===== config.mk =====
export PLATFORM = sky130hd
export DESIGN_NAME = pipeline_hazard_ctrl
export DESIGN_NICKNAME = d
export VERILOG_FILES = /design/src/rtl/pipeline_hazard_ctrl.sv
export SDC_FILE = /design/constraint.sdc
export NUM_CORES = 1
export LEC_CHECK = 0
export CORE_MARGIN = 1.5
export CORE_UTILIZATION = 43
export DETAILED_ROUTE_END_ITERATION = 16
export PLACE_DENSITY_LB_ADDON = 0.1
export SLEW_MARGIN = 20
export SYNTH_ARGS = -nofsm -noshare
export SYNTH_HDL_FRONTEND = slang
export SYNTH_SLANG_ARGS = --single-unit

===== constraint.sdc =====
create_clock -name clk -period 2.15 [get_ports clk]
set_input_delay 0.43 -clock clk [delete_from_list [all_inputs] [get_ports clk]]
set_output_delay 0.43 -clock clk [all_outputs]
set_load 0.02 [all_outputs]

===== src/rtl/pipeline_hazard_ctrl.sv =====
// pipeline_hazard_ctrl: stall/flush/forward sequencer for the 5-stage core.
// Handles the boot hold-off, load-use bubbles, data-memory waits, redirects and
// operand forwarding. Hazard outputs are zero-latency; perf counters are registered.
module pipeline_hazard_ctrl #(
   parameter int unsigned BOOT_HOLD = 4,
   parameter int unsigned CNT_W     = 32
) (
   input  logic             clk,
   input  logic             rstn,
   input  logic [4:0]       fetch_rs1,
   input  logic [4:0]       fetch_rs2,
   input  logic [4:0]       decode_rs1,
   input  logic [4:0]       decode_rs2,
   input  logic [4:0]       decode_rd,
   input  logic [1:0]       decode_result_src,
   input  logic [4:0]       mem_rd,
   input  logic             mem_wr_en,
   input  logic [4:0]       wb_rd,
   input  logic             wb_wr_en,
   input  logic             ex_pc_src,
   input  logic             dmem_req,
   input  logic             dmem_ack,
   output logic             stall_fetch,
   output logic             stall_decode,
   output logic             flush_decode,
   output logic             flush_execute,
   output logic [1:0]       fwd_a,
   output logic [1:0]       fwd_b,
   output logic [CNT_W-1:0] stall_cycles,
   output logic [CNT_W-1:0] flush_count
);

   localparam int unsigned BOOT_W = 4;
   localparam logic [1:0] FWD_RF  = 2'b00;
   localparam logic [1:0] FWD_MEM = 2'b10;
   localparam logic [1:0] FWD_WB  = 2'b01;
   localparam logic [1:0] SRC_LOAD = 2'b01;

   typedef enum logic [1:0] {
      ST_BOOT       = 2'd0,
      ST_RUN        = 2'd1,
      ST_LOAD_STALL = 2'd2,
      ST_MEM_WAIT   = 2'd3
   } state_t;

   state_t            state;
   state_t            state_nxt;
   logic [BOOT_W-1:0] boot_cnt;
   logic              boot_done_c;
   logic              load_use_c;
   logic              mem_stall_c;
   logic              redirect_c;

   // Hazard conditions shared by next-state and output logic; x0 never creates a hazard.
   always_comb begin
      boot_done_c = (boot_cnt == BOOT_W'(BOOT_HOLD - 1));
      mem_stall_c = dmem_req && !dmem_ack;
      load_use_c  = (decode_result_src == SRC_LOAD) && (decode_rd != 5'd0) &&
                    ((decode_rd == fetch_rs1) || (decode_rd == fetch_rs2));
   end

   // State register with synchronous active-low reset.
   always_ff @(posedge clk) begin
      if (!rstn) state <= ST_BOOT;
      else       state <= state_nxt;
   end

   // Next-state logic; a pending memory access wins over a redirect, a redirect over load-use.
   always_comb begin
      state_nxt = state;
      case (state)
         ST_BOOT: begin
            if (boot_done_c) state_nxt = ST_RUN;
         end
         ST_RUN: begin
            if (mem_stall_c)                  state_nxt = ST_MEM_WAIT;
            else if (!ex_pc_src && load_use_c) state_nxt = ST_LOAD_STALL;
         end
         ST_LOAD_STALL: begin
            if (mem_stall_c) state_nxt = ST_MEM_WAIT;
            else             state_nxt = ST_RUN;
         end
         ST_MEM_WAIT: begin
            if (dmem_ack) state_nxt = ST_RUN;
         end
         default: state_nxt = ST_BOOT;
      endcase
   end

   // Stall/flush outputs; redirects are only accepted while the pipe is free to move.
   always_comb begin
      stall_fetch   = 1'b0;
      stall_decode  = 1'b0;
      flush_decode  = 1'b0;
      flush_execute = 1'b0;
      redirect_c    = 1'b0;
      case (state)
         ST_BOOT: begin
            stall_fetch  = 1'b1;
            stall_decode = 1'b1;
            flush_decode = 1'b1;
         end
         ST_RUN: begin
            if (mem_stall_c) begin
               stall_fetch  = 1'b1;
               stall_decode = 1'b1;
            end else if (ex_pc_src) begin
               flush_decode  = 1'b1;
               flush_execute = 1'b1;
               redirect_c    = 1'b1;
            end else if (load_use_c) begin
               stall_fetch  = 1'b1;
               stall_decode = 1'b1;
               flush_decode = 1'b1;
            end
         end
         ST_LOAD_STALL: begin
            // The bubble is already in flight; only a new memory wait can freeze the pipe.
            if (mem_stall_c) begin
               stall_fetch  = 1'b1;
               stall_decode = 1'b1;
            end else if (ex_pc_src) begin
               flush_decode  = 1'b1;
               flush_execute = 1'b1;
               redirect_c    = 1'b1;
            end
         end
         ST_MEM_WAIT: begin
            if (!dmem_ack) begin
               stall_fetch  = 1'b1;
               stall_decode = 1'b1;
            end
         end
         default: begin
            stall_fetch  = 1'b1;
            stall_decode = 1'b1;
         end
      endcase
   end

   // Operand forwarding into execute; mem stage has priority over writeback.
   always_comb begin
      fwd_a = FWD_RF;
      fwd_b = FWD_RF;
      if (state != ST_BOOT) begin
         if (mem_wr_en && (mem_rd != 5'd0) && (mem_rd == decode_rs1))
            fwd_a = FWD_MEM;
         else if (wb_wr_en && (wb_rd != 5'd0) && (wb_rd == decode_rs1))
            fwd_a = FWD_WB;
         if (mem_wr_en && (mem_rd != 5'd0) && (mem_rd == decode_rs2))
            fwd_b = FWD_MEM;
         else if (wb_wr_en && (wb_rd != 5'd0) && (wb_rd == decode_rs2))
            fwd_b = FWD_WB;
      end
   end

   // Boot hold-off counter; cleared by reset so every reset repeats the full hold.
   always_ff @(posedge clk) begin
      if (!rstn)
         boot_cnt <= '0;
      else if ((state == ST_BOOT) && !boot_done_c)
         boot_cnt <= boot_cnt + BOOT_W'(1);
   end

   // Perf counters; frozen in BOOT, wrap silently.
   always_ff @(posedge clk) begin
      if (!rstn) begin
         stall_cycles <= '0;
         flush_count  <= '0;
      end else begin
         if ((state != ST_BOOT) && stall_fetch)
            stall_cycles <= stall_cycles + CNT_W'(1);
         if (redirect_c)
            flush_count <= flush_count + CNT_W'(1);
      end
   end

endmodule


# Yosys cells after proc, flatten, opt, wreduce, memory -nomap -nowiden
# Cells that the tools add are included.
[word_totals]
regBits = 70
elab_cells = 68
output_inout_bits = 72
[op_classes]
n_addsub = 3
n_reduce_logical = 23
n_mux = 24
eq_ne = 14
[op_table]
columns = ["op", "count"]
rows = [
  ["$add A32 B1 Y32 const B", 2],
  ["$eq A5 B5 Y1", 6],
  ["$mux W2", 9],
  ["$reduce_bool A5 Y1", 3],
  ["$logic_and A1 B1 Y1", 12],
  ["$mux W1", 12],
  ["$pmux W2 S4", 1],
  ["$add A4 B1 Y4 const B", 1],
  ["$eq A2 B1 Y1 const B", 2],
  ["$eq A2 B2 Y1 const B", 2],
  ["$eq A4 B2 Y1 const B", 1],
  ["$ne A2 B2 Y1 const B", 2],
  ["$pmux W1 S4", 1],
  ["$logic_not A1 Y1", 3],
  ["$ne A3 B3 Y1 const B", 1],
  ["$pmux W1 S3", 1],
  ["$reduce_and A3 Y1", 1],
  ["$logic_not A2 Y1", 1],
  ["$reduce_bool A2 Y1", 1],
  ["$reduce_or A2 Y1", 1],
  ["$logic_or A1 B1 Y1", 1],
]

# Logic depth before layout (Yosys ltp)
# Gate-level depths: netlist (run 1).
[logic_depth]
depth_word = 8
ltp_mapped = 9
mapped_depth_nobuf = 8

# Worst setup path before layout (run 1)
# Ideal clock, no wire load.
[synth_path]
path_type = "register to output"
start = "register state[0]"
end = "output port fwd_b[0]"
setup_slack_ns = -0.422
t_required_ns = 1.720
t_arrival_ns = 2.142
path_stages_with_launch = 8
path_cell_list = "dfxtp_1 > inv_1 > ha_1 > buf_2 > inv_1 > o211ai_1 > or4_1 > nor4_1"
[synth_via]
elab_chain_len = 2
[synth_lines]
columns = ["item", "line", "rtl"]
rows = [
  ["start, declared", "46", "state_t state;"],
  ["start signal, assigned", "65", "else state <= state_nxt;"],
  ["$reduce_bool A2 Y1", "145", "if (state != ST_BOOT) begin"],
  ["$mux W2", "145", ""],
  ["end, declared", "28", "output logic [1:0] fwd_b,"],
]
# No other way between the ends.

# Final worst setup path (run 1)
[layout_path]
start = "input port decode_rd[4]"
end = "output port stall_fetch"
[layout_via]
elab_chain_len = 7
[layout_lines]
columns = ["item", "line", "rtl"]
rows = [
  ["start, declared", "14", "input logic [4:0] decode_rd,"],
  ["$eq A5 B5 Y1 / $reduce_bool A5 Y1 (equally long branches)", "59, 58", ""],
  ["$logic_or A1 B1 Y1 / $logic_and A1 B1 Y1 (equally long branches)", "59, 58", ""],
  ["$logic_and A1 B1 Y1 (*)", "58", "load_use_c = (decode_result_src == SRC_LOAD) && (decode_rd != 5'd0) &&"],
  ["$mux W1 (*)", "111", "end else if (load_use_c) begin"],
  ["$mux W1 (*)", "107", "end else if (ex_pc_src) begin"],
  ["$mux W1 (*)", "104", "if (mem_stall_c) begin"],
  ["$pmux W1 S4 (*)", "97", "case (state)"],
  ["end, declared", "23", "output logic stall_fetch,"],
]
# Mark *: on every way between the ends. The rest lies on a longest branch, timed or not.

==> out/qor.yml, run 1 <==
status: "finished with violations"
violations: "design-rule violations, negative setup slack"
drv_cap: 0
hold_slack_ns: 0.488
cp_max_fo: 2
stdcell_count: 766
die_h_um: 98.9
fp.dieArea_um2: 9780
timing.final.ws_setup_ns: -0.148
syn_area_per_cell_um2: 8.43
remaining_drc_errors: 5
clkTransAtPathRegs_ns: 0.06
worst_pin_slew_ns: 0.474
grt_pass1_wl_um: 18300
arrival_ns: 1.87
antennaDiodeCount: 0
max_freq_mhz: 435
wl_um: 11300
dieWidth_um: 98.9
grt_overflow: 0
post-synth-top-area-cell: "dfxtp_1"
topRoutingLayerUsed: "met4"
critical_path_required_ns: 1.72
cts_tree: "built"
grt_start_max_net_pins: 55
port_buffers: 115
grt_antenna_before_repair: 0
placed_cell_area_um2: 5680
drive_gt1_frac: 0.254
wl_per_cell_um: 14.8
final_cell_mix: "75 x clkdlybuf4s50_1, 70 x buf_4, 68 x dfxtp_1, 47 x nor2_1, 35 x xnor2_1"
post-route-period-util: 1.07
seq_area_frac_synth: 0.354
row_count: 34
setup_violations: 4
power_leakage_nw: 2.24
synth.area.top_cells: "dfxtp_1 35%, xnor2_1 8.9%, a21oi_1 4.8%"
ys_ff_latch: 70
irDropWorstVdd_mv: 0.361
grt_usage: 0.230
hold_viol: 0
crit_type: "primary input to output port"
vias: 4157
stdcell_area_um2: 6180
wl_met1_um: 4830
drv_slew: 0
cts_buffer_depth: 2
ys_warn_count: 0
synth_area_um2: 3960
placed_cells: 743
ant_nets: 0
synth_cells: 469
finish.net_count: 705
synthArstFlopShare: 0
finClkSkew_ns: 0.0199
ys_types: 52
cts_made_buffers: 9
endpoint_kind: "output port"
ctsRootBufferMaster: "clkbuf_8"
pre_cts_ws_ns: -0.947
met2_length_um: 5730
fin_util: 0.702
insertion_delay_ns: 0.35
dpl.hpwl_um: 7720
slew_headroom: 0.676
initialDrtViolationCount: 155
synth_top_area_frac: 0.354
viasPerCell: 5.43
io_pins: 116
synth_edf_count: 0
wl_met3_um: 619
cts_max_level: 3
drt_first_pass_iters: 11
rsz0062_at_grt: "yes"
fin_crit_ns: 2.30
gp_congestion: 0.826
syn-num-nets: 521
p_per_area_nw_per_um2: 534
core_area_um2: 8810
clock_sinks: 70
cp-start-kind: "primary input"
final_common_cell: "clkdlybuf4s50_1"
grt_pass1_vias: 4011
hold_path_class: "flop to flop"
power.total_mw: 3.30
area_growth_pct: 56.2
final.setup.tns_ns: -0.452
synthFlopType: "dfxtp_1"
initial_core_util: 0.449
-- cell families after synthesis --
group	Yosys count	synth area share
AO/OA/AOI/OAI	86	0.135
flip-flops	70	0.354
multiplexers	3	0.00759
XOR/XNOR	60	0.133
AND/OR/NAND/NOR	208	0.297
buffers and inverters	34	0.0481
adder cells (fa/ha/maj)	8	0.0253
-- worst max-delay path: stages --
cell and delay, ns:
buf_6 0.09, or4_4 0.53, o21ai_2 0.15, and2b_1 0.21, a311o_1 0.31, buf_6 0.15
-- layer usage --
metal / vias up / GRT usage
met4: 0 / 0.0769
li1: 2073 / -
met2: 110 / 0.403
met3: 11 / 0.0617
met5: - / 0
met1: 1963 / 0.272
-- path summary, 6_finish.rpt --
path | start | to | slack, ns | cells after the start
min reg2reg | stall_cycles[31] | stall_cycles[31] | 0.49 | 2
min | stall_cycles[31] | stall_cycles[31] | 0.49 | 2
max reg2reg | state[1] | state[0] | 0.09 | 10
max | decode_rd[4] | stall_fetch | -0.15 | 6
-- sequential cells by signal (all words and copies together), names as in the netlist --
name / cells
flush_count: 32
stall_cycles: 32
state: 2
boot_cnt: 4
-- timing repair --
item,CTS,global route
setup buffers,7,3
endpoints found under the setup margin,38,46
pin swaps,35,25
resized for setup,126,43
hold buffers,0,0
gates cloned,3,0
-- where the power goes --
part           internal [mW]  switching [mW]  total, mW  leakage, nW
Combinational          0.358           0.319      0.677         1.55
Sequential              1.32          0.0243       1.35        0.565
Clock                  0.753           0.525       1.28        0.119
-- synth_stat cells (2+ instances only) --
cell and instances:
a21oi_1 38, and2_1 5, and3_1 4, and4_1 5
buf_2 2, buf_6 3, buf_8 3, clkbuf_1 9
dfxtp_1 70, ha_1 8, inv_1 14, mux2i_1 3
nand2_1 31, nand2b_1 3, nand3_1 23, nand3_2 2
nand4_1 20, nor2_1 48, nor2b_1 2, nor3_1 14
nor3b_1 2, nor4_1 5, o21ai_0 17, o31ai_1 18
o41ai_1 2, or3_1 13, or4_1 21, or4b_1 2
xnor2_1 40, xor2_1 20
-- area by class of cell --
cell class | instances | area [µm²]
Clock inverter | 4 | 76.3
Timing Repair Buffer | 192 | 1730
Clock buffer | 12 | 165
Inverter | 15 | 56.3
Multi-Input combinational cell | 365 | 2610
Fill cell | 705 | 2630
Sequential cell | 70 | 1400
Tap cell | 108 | 135
Note: power is estimated with default switching activity, not from simulation.
==> run 2: changes to the inputs <==
--- a/config.mk
+++ b/config.mk
@@ -9,6 +9,7 @@
 export CORE_UTILIZATION = 43
 export DETAILED_ROUTE_END_ITERATION = 16
 export PLACE_DENSITY_LB_ADDON = 0.1
+export SETUP_SLACK_MARGIN = 0.3
 export SLEW_MARGIN = 20
 export SYNTH_ARGS = -nofsm -noshare
 export SYNTH_HDL_FRONTEND = slang
==> run 2 against run 1 <==
  * The flow still finishes with violations (design-rule violations, negative setup slack)
  * Setup slack worse by 0.044 ns
  * Register-to-register slack got worse by 0.28 ns
  * Sequential power about the same
  * Critical path depth up 5
  * Critical path type is now flop to flop
  * Critical endpoint is now stall_cycles[11]
==> out/qor.yml, run 2 (same netlist as run 1, synthesis figures left out) <==
remaining_drc_errors: 7  # was 5
insertion_delay_ns: 0.37  # was 0.35 ns
drv_slew: 0  # unchanged
grt_pass1_wl_um: 20200  # was 18300 µm
cp_max_fo: 7  # was 2
crit_type: "flop to flop"  # was primary input to output port
power_leakage_nw: 3.24  # was 2.24 nW
fp.dieArea_um2: 9780  # unchanged
cts_buffer_depth: 2  # unchanged
critPathCapture: "stall_cycles[11]"  # was stall_fetch
placed_cells: 736  # was 743
grt_overflow: 0  # unchanged
dieWidth_um: 98.9  # unchanged
gp_congestion: 0.859  # was 0.826
initialDrtViolationCount: 176  # was 155
drt_first_pass_iters: 11  # unchanged
antennaDiodeCount: 0  # unchanged
r2r_slack_ns: -0.19  # was 0.09 ns
wl_um: 14300  # was 11300 µm
initial_core_util: 0.449  # unchanged
grt_start_max_net_pins: 30  # was 55
die_h_um: 98.9  # unchanged
dpl.hpwl_um: 8180  # was 7720 µm
final_cell_mix: "63 x buf_4, 62 x dfxtp_1, 41 x nor2_1, 41 x dlygate4sd2_1, 40 x buf_6"  # was 75 x clkdlybuf4s50_1, 70 x buf_4, 68 x dfxtp_1, 47 x nor2_1, 35 x xnor2_1
cp-start-kind: "flop"  # was primary input
drv_cap: 0  # unchanged
fin_crit_ns: 2.34  # was 2.30 ns
clkTransAtPathRegs_ns: 0.09  # was 0.06 ns
vias: 4475  # was 4157
cts_made_buffers: 9  # unchanged
max_freq_mhz: 427  # was 435 MHz
r2r_end: "stall_cycles[11]"  # was state[0]
p_per_area_nw_per_um2: 451  # was 534 nW/µm²
cts.hold.buffers_added: 0  # unchanged
drive_gt1_frac: 0.394  # was 0.254
endpoint_kind: "flop"  # was output port
row_count: 34  # unchanged
grt_usage: 0.252  # was 0.230
hold_viol: 0  # unchanged
worst_pin_slew_ns: 0.527  # was 0.474 ns
finClkSkew_ns: 0.0169  # was 0.0199 ns
stdcell_count: 791  # was 766
area_growth_pct: 79.6  # was 56.2%
cts_tree: "built"  # unchanged
clock_sinks: 70  # unchanged
cp-startpoint: "state[1]"  # was decode_rd[4]
stdcell_area_um2: 7100  # was 6180 µm²
post-route-period-util: 1.09  # was 1.07
viasPerCell: 5.66  # was 5.43
ant_nets: 0  # unchanged
status: "finished with violations"  # unchanged
io_pins: 116  # unchanged
arrival_ns: 2.64  # was 1.87 ns
finish.net_count: 731  # was 705
critical_path_required_ns: 2.45  # was 1.72 ns
irDropWorstVdd_mv: 0.343  # was 0.361 mV
largest_registers: "flush_count (32), stall_cycles (32), boot_cnt (4)"  # unchanged
r2r_start: "state[1]"  # unchanged
final_common_cell: "buf_4"  # was clkdlybuf4s50_1
hold_path_class: "flop to flop"  # unchanged
slew_headroom: 0.648  # was 0.676
timing.final.ws_setup_ns: -0.192  # was -0.148 ns
cts_max_level: 3  # unchanged
ff2ff_path_depth: 11  # was 10
ctsRootBufferMaster: "clkbuf_8"  # unchanged
core_area_um2: 8810  # unchanged
hold_slack_ns: 0.520  # was 0.488 ns
rsz0062_at_grt: "yes"  # unchanged
wl_per_cell_um: 18.0  # was 14.8 µm
pre_cts_ws_ns: -0.936  # was -0.947 ns
grt_antenna_before_repair: 0  # unchanged
grt_pass1_vias: 4234  # was 4011
setup_violations: 32  # was 4
placed_cell_area_um2: 5750  # was 5680 µm²
port_buffers: 115  # unchanged
violations: "design-rule violations, negative setup slack"  # unchanged
==> run 2: cell type report <==
class | instances | area [µm²]
clock buffers | 9 | 124
clock inverters | 6 | 38.8
fillers | 559 | 1700
inverters | 15 | 58.8
multi-input cells | 366 | 3160
flip-flops and latches | 70 | 1410
well taps | 108 | 135
repair buffers | 217 | 2170
==> run 2: worst min-delay path by stage <==
stage | from | endpoint | slack (ns) | depth (start not counted)
global placement | stall_cycles[31] | stall_cycles[31] | 0.48 | 2
detailed placement | stall_cycles[31] | stall_cycles[31] | 0.49 | 2
finish | stall_cycles[4] | stall_cycles[4] | 0.52 | 2
global route | stall_cycles[10] | stall_cycles[10] | 0.53 | 2
floorplan | boot_cnt[1] | boot_cnt[1] | 0.49 | 2
CTS | stall_cycles[31] | stall_cycles[31] | 0.50 | 2
==> run 2: report_power, final <==
part	total, mW	internal (mW)	switching (mW)
clock	0.970	0.410	0.559
sequential	1.35	1.32	0.0236
combinational	0.889	0.477	0.412
total	3.21	2.21	0.995
==> run 2: layer usage <==
layer,part of all wire,GRT usage,up-vias
met5,0,0,-
met4,0.020,0.0901,0
met3,0.052,0.0447,25
met2,0.53,0.444,152
met1,0.40,0.308,2174
li1,-,-,2124
==> run 2: stage by stage <==
step	util	power, mW	TNS, ns
after CTS	0.730	3.00	-1.04
final	0.807	3.21	-2.66
after global placement	0.653	1.96	-22.54
after detailed placement	0.653	1.97	-25.09
after floorplan	-	1.68	-0.315
after global routing	0.807	3.30	-5.60
==> run 2: repair_timing <==
item / 4_1_cts / 5_1_grt
setup buffers: 27 / 8
cloned: 5 / 0
setup endpoints to repair: 84 / 91
pin swaps: 89 / 65
gates resized for setup: 191 / 151
==> run 2: worst max-delay path, stage by stage, from the launching register on <==
cell,delay [ns]
dfxtp_2,0.32
inv_2,0.07
buf_4,0.11
buf_6,0.09
ha_4,0.15
buf_6,0.11
nor4b_4,0.27
a22oi_4,0.15
buf_6,0.16
buf_12,0.12
or4_1,0.55
a21oi_1,0.18
==> run 3: changes to the inputs <==
--- a/config.mk
+++ b/config.mk
@@ -5,6 +5,7 @@
 export SDC_FILE = /design/constraint.sdc
 export NUM_CORES = 1
 export LEC_CHECK = 0
+export ABC_CLOCK_PERIOD_IN_PS = 2150
 export CORE_MARGIN = 1.5
 export CORE_UTILIZATION = 43
 export DETAILED_ROUTE_END_ITERATION = 16
==> results of run 3 <==
No change in the layout: final DEF, timing and power equal those of run 2.
